**config.mk**
```make
export PLATFORM = sky130hd
export DESIGN_NAME = des_key_sched_ctrl
export DESIGN_NICKNAME = d
export VERILOG_FILES = /design/src/rtl/des_pkg.sv /design/src/rtl/PermutedChoice1.sv /design/src/rtl/PermutedChoice2.sv /design/src/rtl/des_key_sched_ctrl.sv
export SDC_FILE = /design/constraint.sdc
export NUM_CORES = 1
export LEC_CHECK = 0
export CAP_MARGIN = 20
export CORE_MARGIN = 2
export CORE_UTILIZATION = 53
export DETAILED_ROUTE_END_ITERATION = 7
export GPL_TIMING_DRIVEN = 0
export PLACE_DENSITY_LB_ADDON = 0.12
export SYNTH_ARGS = -nofsm -noshare
export SYNTH_HDL_FRONTEND = slang
export SYNTH_SLANG_ARGS = --single-unit
```
**constraint.sdc**
```tcl
create_clock -name clk -period 3 [get_ports clk]
set_input_delay 0.9 -clock clk [delete_from_list [all_inputs] [get_ports clk]]
set_output_delay 0.9 -clock clk [all_outputs]
set_load 0.005 [all_outputs]
```
**src/rtl/des_pkg.sv**
```systemverilog
// Shared constants, types and rotation helpers for the DES key schedule controller.
package des_pkg;

  localparam int unsigned ROUNDS = 16;
  localparam int unsigned HALF_W = 28;
  localparam int unsigned CD_W   = 2 * HALF_W;
  localparam int unsigned SK_W   = 48;
  localparam int unsigned KEY_W  = 64;
  localparam int unsigned STEP_W = 4;

  localparam logic [STEP_W-1:0] LAST_STEP = STEP_W'(ROUNDS - 1);

  // Left-rotation amount applied to reach round n from round n-1.
  localparam logic [1:0] SHIFT_SCHED [1:16] = '{
    2'd1, 2'd1, 2'd2, 2'd2, 2'd2, 2'd2, 2'd2, 2'd2,
    2'd1, 2'd2, 2'd2, 2'd2, 2'd2, 2'd2, 2'd2, 2'd1
  };

  typedef enum logic {IDLE, RUN} state_t;

  // Cyclic rotation of one half; MSB is DES bit 0, so "left" moves toward the MSB.
  function automatic logic [HALF_W-1:0] rot_half(input logic [HALF_W-1:0] h,
                                                 input logic [1:0]        n,
                                                 input logic              right);
    logic [HALF_W-1:0] r;
    r = h;
    if (right) begin
      case (n)
        2'd1:    r = {h[0], h[HALF_W-1:1]};
        2'd2:    r = {h[1:0], h[HALF_W-1:2]};
        default: r = h;
      endcase
    end else begin
      case (n)
        2'd1:    r = {h[HALF_W-2:0], h[HALF_W-1]};
        2'd2:    r = {h[HALF_W-3:0], h[HALF_W-1:HALF_W-2]};
        default: r = h;
      endcase
    end
    return r;
  endfunction

  function automatic logic [CD_W-1:0] rot_cd(input logic [CD_W-1:0] cd,
                                             input logic [1:0]      n,
                                             input logic            right);
    return {rot_half(cd[CD_W-1:HALF_W], n, right), rot_half(cd[HALF_W-1:0], n, right)};
  endfunction

endpackage

```
**src/rtl/PermutedChoice1.sv**
```systemverilog
// DES PC-1: 64-bit key (bit 0 = MSB) to 56-bit C0D0, parity bits dropped.
module PermutedChoice1
  import des_pkg::*;
(
  input  logic [KEY_W-1:0] key,
  output logic [CD_W-1:0]  cd
);

  localparam int unsigned PC1_TAB [CD_W] = '{
    57, 49, 41, 33, 25, 17,  9,
     1, 58, 50, 42, 34, 26, 18,
    10,  2, 59, 51, 43, 35, 27,
    19, 11,  3, 60, 52, 44, 36,
    63, 55, 47, 39, 31, 23, 15,
     7, 62, 54, 46, 38, 30, 22,
    14,  6, 61, 53, 45, 37, 29,
    21, 13,  5, 28, 20, 12,  4
  };

  for (genvar i = 0; i < CD_W; i++) begin : g_pc1
    assign cd[CD_W-1-i] = key[KEY_W-PC1_TAB[i]];
  end

endmodule

```
**src/rtl/PermutedChoice2.sv**
```systemverilog
// DES PC-2: 56-bit CnDn (bit 0 = MSB) to 48-bit round subkey.
module PermutedChoice2
  import des_pkg::*;
(
  input  logic [CD_W-1:0] cd,
  output logic [SK_W-1:0] sk
);

  localparam int unsigned PC2_TAB [SK_W] = '{
    14, 17, 11, 24,  1,  5,
     3, 28, 15,  6, 21, 10,
    23, 19, 12,  4, 26,  8,
    16,  7, 27, 20, 13,  2,
    41, 52, 31, 37, 47, 55,
    30, 40, 51, 45, 33, 48,
    44, 49, 39, 56, 34, 53,
    46, 42, 50, 36, 29, 32
  };

  for (genvar i = 0; i < SK_W; i++) begin : g_pc2
    assign sk[SK_W-1-i] = cd[CD_W-PC2_TAB[i]];
  end

endmodule

```
**src/rtl/des_key_sched_ctrl.sv**
```systemverilog
// DES key schedule sequencer: accepts a key, streams 16 PC-2 subkeys in
// encrypt (K1..K16) or decrypt (K16..K1) order on a valid/ready interface.
module des_key_sched_ctrl
  import des_pkg::*;
#(
  parameter bit DECRYPT_EN = 1'b1
) (
  input  logic              clk,
  input  logic              rst_n,
  input  logic              key_valid,
  output logic              key_ready,
  input  logic [KEY_W-1:0]  key_in,
  input  logic              mode,
  input  logic              abort,
  output logic              sk_valid,
  input  logic              sk_ready,
  output logic [SK_W-1:0]   sk_data,
  output logic [STEP_W-1:0] sk_round,
  output logic              sk_last,
  output logic              busy
);

  state_t              state, state_next;
  logic [CD_W-1:0]     cd_reg, cd_next, cd_pc1;
  logic [STEP_W-1:0]   step, step_next;
  logic                dec, dec_next;
  logic [SK_W-1:0]     sk_pc2;
  logic [4:0]          sched_idx;

  PermutedChoice1 u_pc1 (.key(key_in), .cd(cd_pc1));
  PermutedChoice2 u_pc2 (.cd(cd_reg), .sk(sk_pc2));

  always_ff @(posedge clk) begin
    if (!rst_n) begin
      state  <= IDLE;
      cd_reg <= '0;
      step   <= '0;
      dec    <= 1'b0;
    end else begin
      state  <= state_next;
      cd_reg <= cd_next;
      step   <= step_next;
      dec    <= dec_next;
    end
  end

  always_comb begin
    state_next = state;
    cd_next    = cd_reg;
    step_next  = step;
    dec_next   = dec;
    sched_idx  = 5'd1;
    key_ready  = 1'b0;
    sk_valid   = 1'b0;
    sk_data    = '0;
    sk_round   = '0;
    sk_last    = 1'b0;
    busy       = 1'b0;
    case (state)
      IDLE: begin
        key_ready = 1'b1;
        if (key_valid && !abort) begin
          dec_next   = DECRYPT_EN && mode;
          // Decrypt starts from C16D16, which equals C0D0.
          cd_next    = dec_next ? cd_pc1 : rot_cd(cd_pc1, SHIFT_SCHED[1], 1'b0);
          step_next  = '0;
          state_next = RUN;
        end
      end
      RUN: begin
        busy     = 1'b1;
        sk_valid = 1'b1;
        sk_data  = sk_pc2;
        sk_round = dec ? LAST_STEP - step : step;
        sk_last  = (step == LAST_STEP);
        if (abort) begin
          state_next = IDLE;
        end else if (sk_ready) begin
          if (step == LAST_STEP) begin
            state_next = IDLE;
          end else begin
            step_next = step + 4'd1;
            sched_idx = dec ? 5'd16 - 5'(step) : 5'(step) + 5'd2;
            cd_next   = rot_cd(cd_reg, SHIFT_SCHED[sched_idx], dec);
          end
        end
      end
      default: state_next = IDLE;
    endcase
  end

endmodule

```
==> flow_summary.yaml <==
setup_path:
  end_kind: "register"
  cp_max_fo: 10
  cpLargestDelayFamily: "compound AO/OA/AOI/OAI gates"
  cp_slowest_cell: "a2111oi_2"
  path_cells: "clkbuf_2 > inv_1 > ha_1 > and4b_1 > a211oi_2 > mux2i_2 > buf_6 > nand2_1 > a2111oi_2 > a211oi_1"
  cp.required_ps: 3220
  path_class: "reg2reg"
  cp_slowest_stage_delay_ps: 570
  arrival_ps: 3210
  critical_path.startpoint_type: "register"
  crit_buf_inv: 3
finish:
  final.fill_count: 987
  antenna_cells: 0
  largest_reg_flops: 56
  layout.nets: 1001
  drive_gt1_frac: 0.114
  area_growth_pct: 30.0
  utilization: 0.701
  fin_cells: 1072
synth:
  synth.area.top_cells: "dfxtp_1 20%, mux2i_1 11%, o221ai_1 7.2%, nor3_1 7.1%, o32ai_1 5.7%"
  synth_cells: 799
  ys_seq_area_frac: 0.203
  synth-seq-cells: 62
  synth_area_leader_cell: "dfxtp_1"
  async_flop_share: 0
  synthXorXnorAreaFrac: 0.0100
  synth_enable_flop_cells: 0
  synth-simple-area-share: 0.206
  synth.top_cell.area_share: 0.203
  synth_top_family_by_area: "compound AO/OA/AOI/OAI gates"
  synthFlopType: "dfxtp_1"
  yosysMostFrequentCell: "nor3_1"
  synthMuxAreaShare: 0.120
  yosysWarnings: 0
  yosysUniqueCellTypes: 44
  avgSynthCellArea_um2: 7.64
  syn_nets: 875
  synth_compound_area_frac: 0.357
  syn-cell-area_um2: 6100
  ys_top_cells_by_count: "87 x nor3_1, 82 x nor2_1, 70 x mux2i_1"
  synthAdderAreaFrac: 0.0123
drt:
  wl_met2_um: 10400
  routed-wl-met3_um: 2690
  drt-pass1-iter-count: 5
  ant_nets: 0
  vias_per_cell: 7.01
  routedWlPerCell_um: 22.1
  wl_met1_um: 9480
  drc_errors: 0
  routed_wl_um: 23700
  highest_layer: "met4"
  drtIter0Drc: 896
  vias: 7515
global_route:
  grt_max_degree: 11
  grt-ovfl-total: 0
  grt_pass1_vias: 7040
  grt_antenna_before_repair: 0
  grt_pass1_wl_um: 37000
  groute.usage.overall: 0.365
floorplan:
  start_util: 0.539
  core_um2: 11300
  std_cell_rows: 39
  die_h_um: 111
  io_pins: 126
  die_area_um2: 12400
  die-width_um: 111
timing:
  setup_viol: 0
  rsz0062_at_grt: "yes"
  period_share: 0.996
  final.setup_skew_ps: 6.51
  slew_viol_final: 0
  timing.slew.headroom: 0.433
  max_freq_mhz: 335
  hold_viol_final: 0
  finalCriticalPeriod_ps: 2990
  worst-slew-pin-transition_ps: 850
cts:
  cts.reportedPaths.clkPinSlew_ps: 60
  cts_tree: "yes"
  numClockSinks: 62
  clk_latency_ps: 350
  cts_root_buf: "clkbuf_16"
  postCtsSetupBuffers: 0
  ctsLongestPathBuffers: 2
  htreeDepth: 3
  cts_buffers: 9
  hold_buffers: 0
placed_design:
  place_congestion: 0.952
  port_buffers: 116
  dp_hpwl_um: 16000
  placedCellCount: 1058
pwr:
  p_leak_nw: 2.63
  p_per_area_nw_per_um2: 356
  ir_worst_vdd_v: 0.000258
hold_path:
  hp-class: "reg2reg"
status:
  outcome: "complete, no violations"
run:
  maxCapViolations: 0
cells in the final DEF (no fill, tap or decap), types with 13 or more instances in the layout:
cell	instances
clkbuf_1	46
and2_1	49
a211oi_1	15
o32ai_1	33
dfxtp_1	60
a21oi_1	46
nor2_1	81
clkdlybuf4s50_1	116
a221oi_1	30
nand2_1	13
a221oi_2	18
mux2i_1	69
nor3_1	87
buf_1	30
o221ai_1	50
buf_4	14
o21a_1	42
where the power goes:
group	total [mW]	internal, mW	switching (mW)	leakage (nW)
registers	0.943	0.875	0.0680	0.507
clock network	1.00	0.600	0.405	0.133
logic	0.874	0.361	0.513	1.99
total	2.82	1.84	0.986	2.63
final timing paths:
path	to	slack [ps]	depth (start not counted)	startpoint
max	cd_reg[25]	10	10	step[2]
min reg2reg	step[1]	520	2	step[1]
max reg2reg	cd_reg[25]	10	10	step[2]
min	step[1]	520	2	step[1]
cells by family (layout without fill, tap and decap cells):
logic type	Yosys count	in the layout
compound gates	266	266
xor+xnor	7	7
fa+ha+maj	6	6
buf+inv	129	259
flops	62	62
mux	73	73
simple gates	256	256
worst register-to-register path, stage by stage (launching register included):
cell and delay, ps:
dfxtp_1 360, clkbuf_2 200, inv_1 90, ha_1 200, and4b_1 210, a211oi_2 310
mux2i_2 350, buf_6 200, nand2_1 310, a2111oi_2 580, a211oi_1 80
layer usage:
| layer | global-route usage | vias up |
|---|---|---|
| met5 | 0 | - |
| met4 | 0.170 | 0 |
| met3 | 0.0760 | 96 |
| met2 | 0.558 | 541 |
| met1 | 0.494 | 3546 |
| li1 | - | 3332 |
final cells by class:
cell class | instances | area [um^2] | share of cell area
buffer | 122 | 643 | 0.0811
sequential | 62 | 1240 | 0.157
multi-input combinational | 608 | 4410 | 0.556
tap | 143 | 179 | 0.0226
clock inverter | 1 | 5.00 | 0.000631
timing repair buffer | 116 | 1160 | 0.146
inverter | 6 | 22.5 | 0.00284
clock buffer | 14 | 264 | 0.0333
repair_timing:
item / 4_1_cts / 5_1_grt
pin swaps: 0 / 7
setup endpoints to repair: 112 / 62
gates cloned: 0 / 0
gates resized for setup: 38 / 54
metrics by stage:
stage          TNS (ps)  total power [mW]  hold WS [ps]  worst slack (ps)  area [um^2]
5_1_grt            -406              2.91           552             -53.7         7930
2_1_floorplan         0              1.46           516               417         6100
4_1_cts               0              2.75           588              3.63         7800
3_3_place_gp     -38490              1.74           560              -682         7440
6_report              0              2.82           522              10.9         7930
3_5_place_dp     -42370              1.76           581              -709         7440
No activity file was read; power rests on OpenSTA's default activity.
==> RTL edit, RTL diff (same flow settings) <==
Change the parameter `DECRYPT_EN` from 1'b1 to 1'b0.
--- a/src/rtl/des_key_sched_ctrl.sv
+++ b/src/rtl/des_key_sched_ctrl.sv
@@ -3,7 +3,7 @@
 module des_key_sched_ctrl
   import des_pkg::*;
 #(
-  parameter bit DECRYPT_EN = 1'b1
+  parameter bit DECRYPT_EN = 1'b0
 ) (
   input  logic              clk,
   input  logic              rst_n,
Behaviour: not the same (a bounded check fails within 4 cycles, from zero or initial values and one cycle with rst_n low).
==> RTL edit against the unedited design <==
- final area is 20% lower
- sequential share of layout area is 3.5 points higher
- area after synthesis is 20% lower
- combinational power is 50% lower
- synthesized cell count is 17% lower
- sequential cell count is 1 lower
- routed wire length is 37% lower
- clock skew is 0.0079 ns higher
- total power is 28% lower
- critical path type is now in -> reg
- clock power is 35% lower
- first-iteration DRC count is 60% lower
- worst setup slack better by 0.15 ns
==> RTL edit: results (changes against the unedited design) <==
Routed Wire Length: 14.9 mm (-37%)
gp weighted congestion: 0.841 (-12%)
H-tree depth: 3 (unchanged)
Peak VDD IR: 224 uV (-13%)
cell family with most CP delay: buffers and inverters
Clock Latency Late Sink: 0.33 ns (-0.02 ns)
Worst path slowest cell: clkdlybuf4s50_1
gr usage total: 29.6% (-6.9 points)
initial antenna violation count: 0 (unchanged)
nets@finish: 865 (-14%)
global-route wire length before repair: 24.3 mm (-34%)
sequential fraction of the synthesis area: 25.0% (+4.6 points)
clock root cell: clkbuf_8
Pre-antenna DRT Iters: 5 (unchanged)
Worst R2R Path Depth: 6 (-4)
synth top area cells: dfxtp_1 25%, and2_1 14%, mux2i_1 12%
vias in the first global route: 5103 (-28%)
Hold Path Cell Cnt: 2 (unchanged)
clock buffer depth: 2 (unchanged)
quantity of gates resized following cts: 2 (-95%)
cell-internal power: 1.42 mW (-22%)
max reg flops: 56 (unchanged)
initial drt markers: 358 (-60%)
pre-CTS WS: -0.264 ns (+0.445 ns)
clk slew on worst S/H paths: 0.07 ns
largest net degree at the start of global routing: 11 (unchanged)
Synth Flop Type: dfxtp_1
Synth top cells by count: 116 x nand2_1, 107 x and2_1, 61 x dfxtp_1
share of layout cells above drive strength 1: 4.53% (-6.9 points)
Syn Nets: 739 (-16%)
hpwl dp: 10.6 mm (-34%)
leak pwr: 2.07 nW (-21%)
CP arrival: 3.08 ns (-0.13 ns)
clk_skew: 0.0144 ns (+0.00787 ns)
Vias/cell: 5.86 (-16%)
Port Buf Inserts: 115 (-0.86%)
Worst slew margin: 61.3% (+18 points)
Setup Buffers After CTS: 0 (unchanged)
HP Class: reg -> reg
fillers: 773 (-22%)
Yosys cell types: 32 (-27%)
Worst path max stage delay: 0.49 ns (-0.08 ns)
status: complete, no violations
[RTL edit: per-stage QoR]
stage	power (mW)	instance area, um2	util (%)	std cells
2_1_floorplan	1.19	4890	-	666
3_3_place_gp	1.37	6180	67.9	892
3_5_place_dp	1.39	6180	67.9	892
4_1_cts	2.03	6350	69.7	906
5_1_grt	2.12	6350	69.8	906
6_report	2.03	6350	69.8	906
[RTL edit: path summary, 6_finish.rpt]
check                                  end  startpoint  slack [ns]
worst max register to register  cd_reg[43]     step[0]        0.91
worst min register to register  cd_reg[31]  cd_reg[31]        0.53
worst max-delay path             cd_reg[3]       abort        0.16
worst min-delay path            cd_reg[31]  cd_reg[31]        0.53
[RTL edit: area by class of cell]
cell class,count,area share (%)
sequential,61,19.2
multi-input combinational,537,53.1
inverter,4,0.236
tap,111,2.19
timing repair buffer,115,18.1
clock inverter,2,0.158
clock buffer,12,2.44
buffer,64,4.59
[RTL edit: cells by family (layout without fill, tap and decap cells)]
logic type,Yosys count,in the layout,share of synthesized area [%]
AOI/OAI and AO/OA,177,177,24.1
xor gates and xnor gates,1,1,0.179
adders and majority gates,3,3,0.767
buffers and inverters,68,197,6.11
DFF,61,61,25.0
muxes,57,57,11.7
and+or+nand+nor,299,299,32.2
[RTL edit: power groups by stage]
stage / logic, mW / registers [mW] / clock network (mW)
floorplan: 0.259 / 0.931 / 0
global placement: 0.417 / 0.953 / 0
detailed placement: 0.430 / 0.955 / 0
CTS: 0.434 / 0.938 / 0.653
global route: 0.481 / 0.950 / 0.691
finish: 0.437 / 0.941 / 0.648
[RTL edit: per-layer routing]
layer | GRT usage [%] | vias up | share of wire [%]
li1 | - | 2571 | -
met1 | 37.9 | 2506 | 43
met2 | 51.8 | 205 | 49
met3 | 3.69 | 26 | 6.1
met4 | 9.69 | 0 | 1.8
met5 | 0 | - | 0
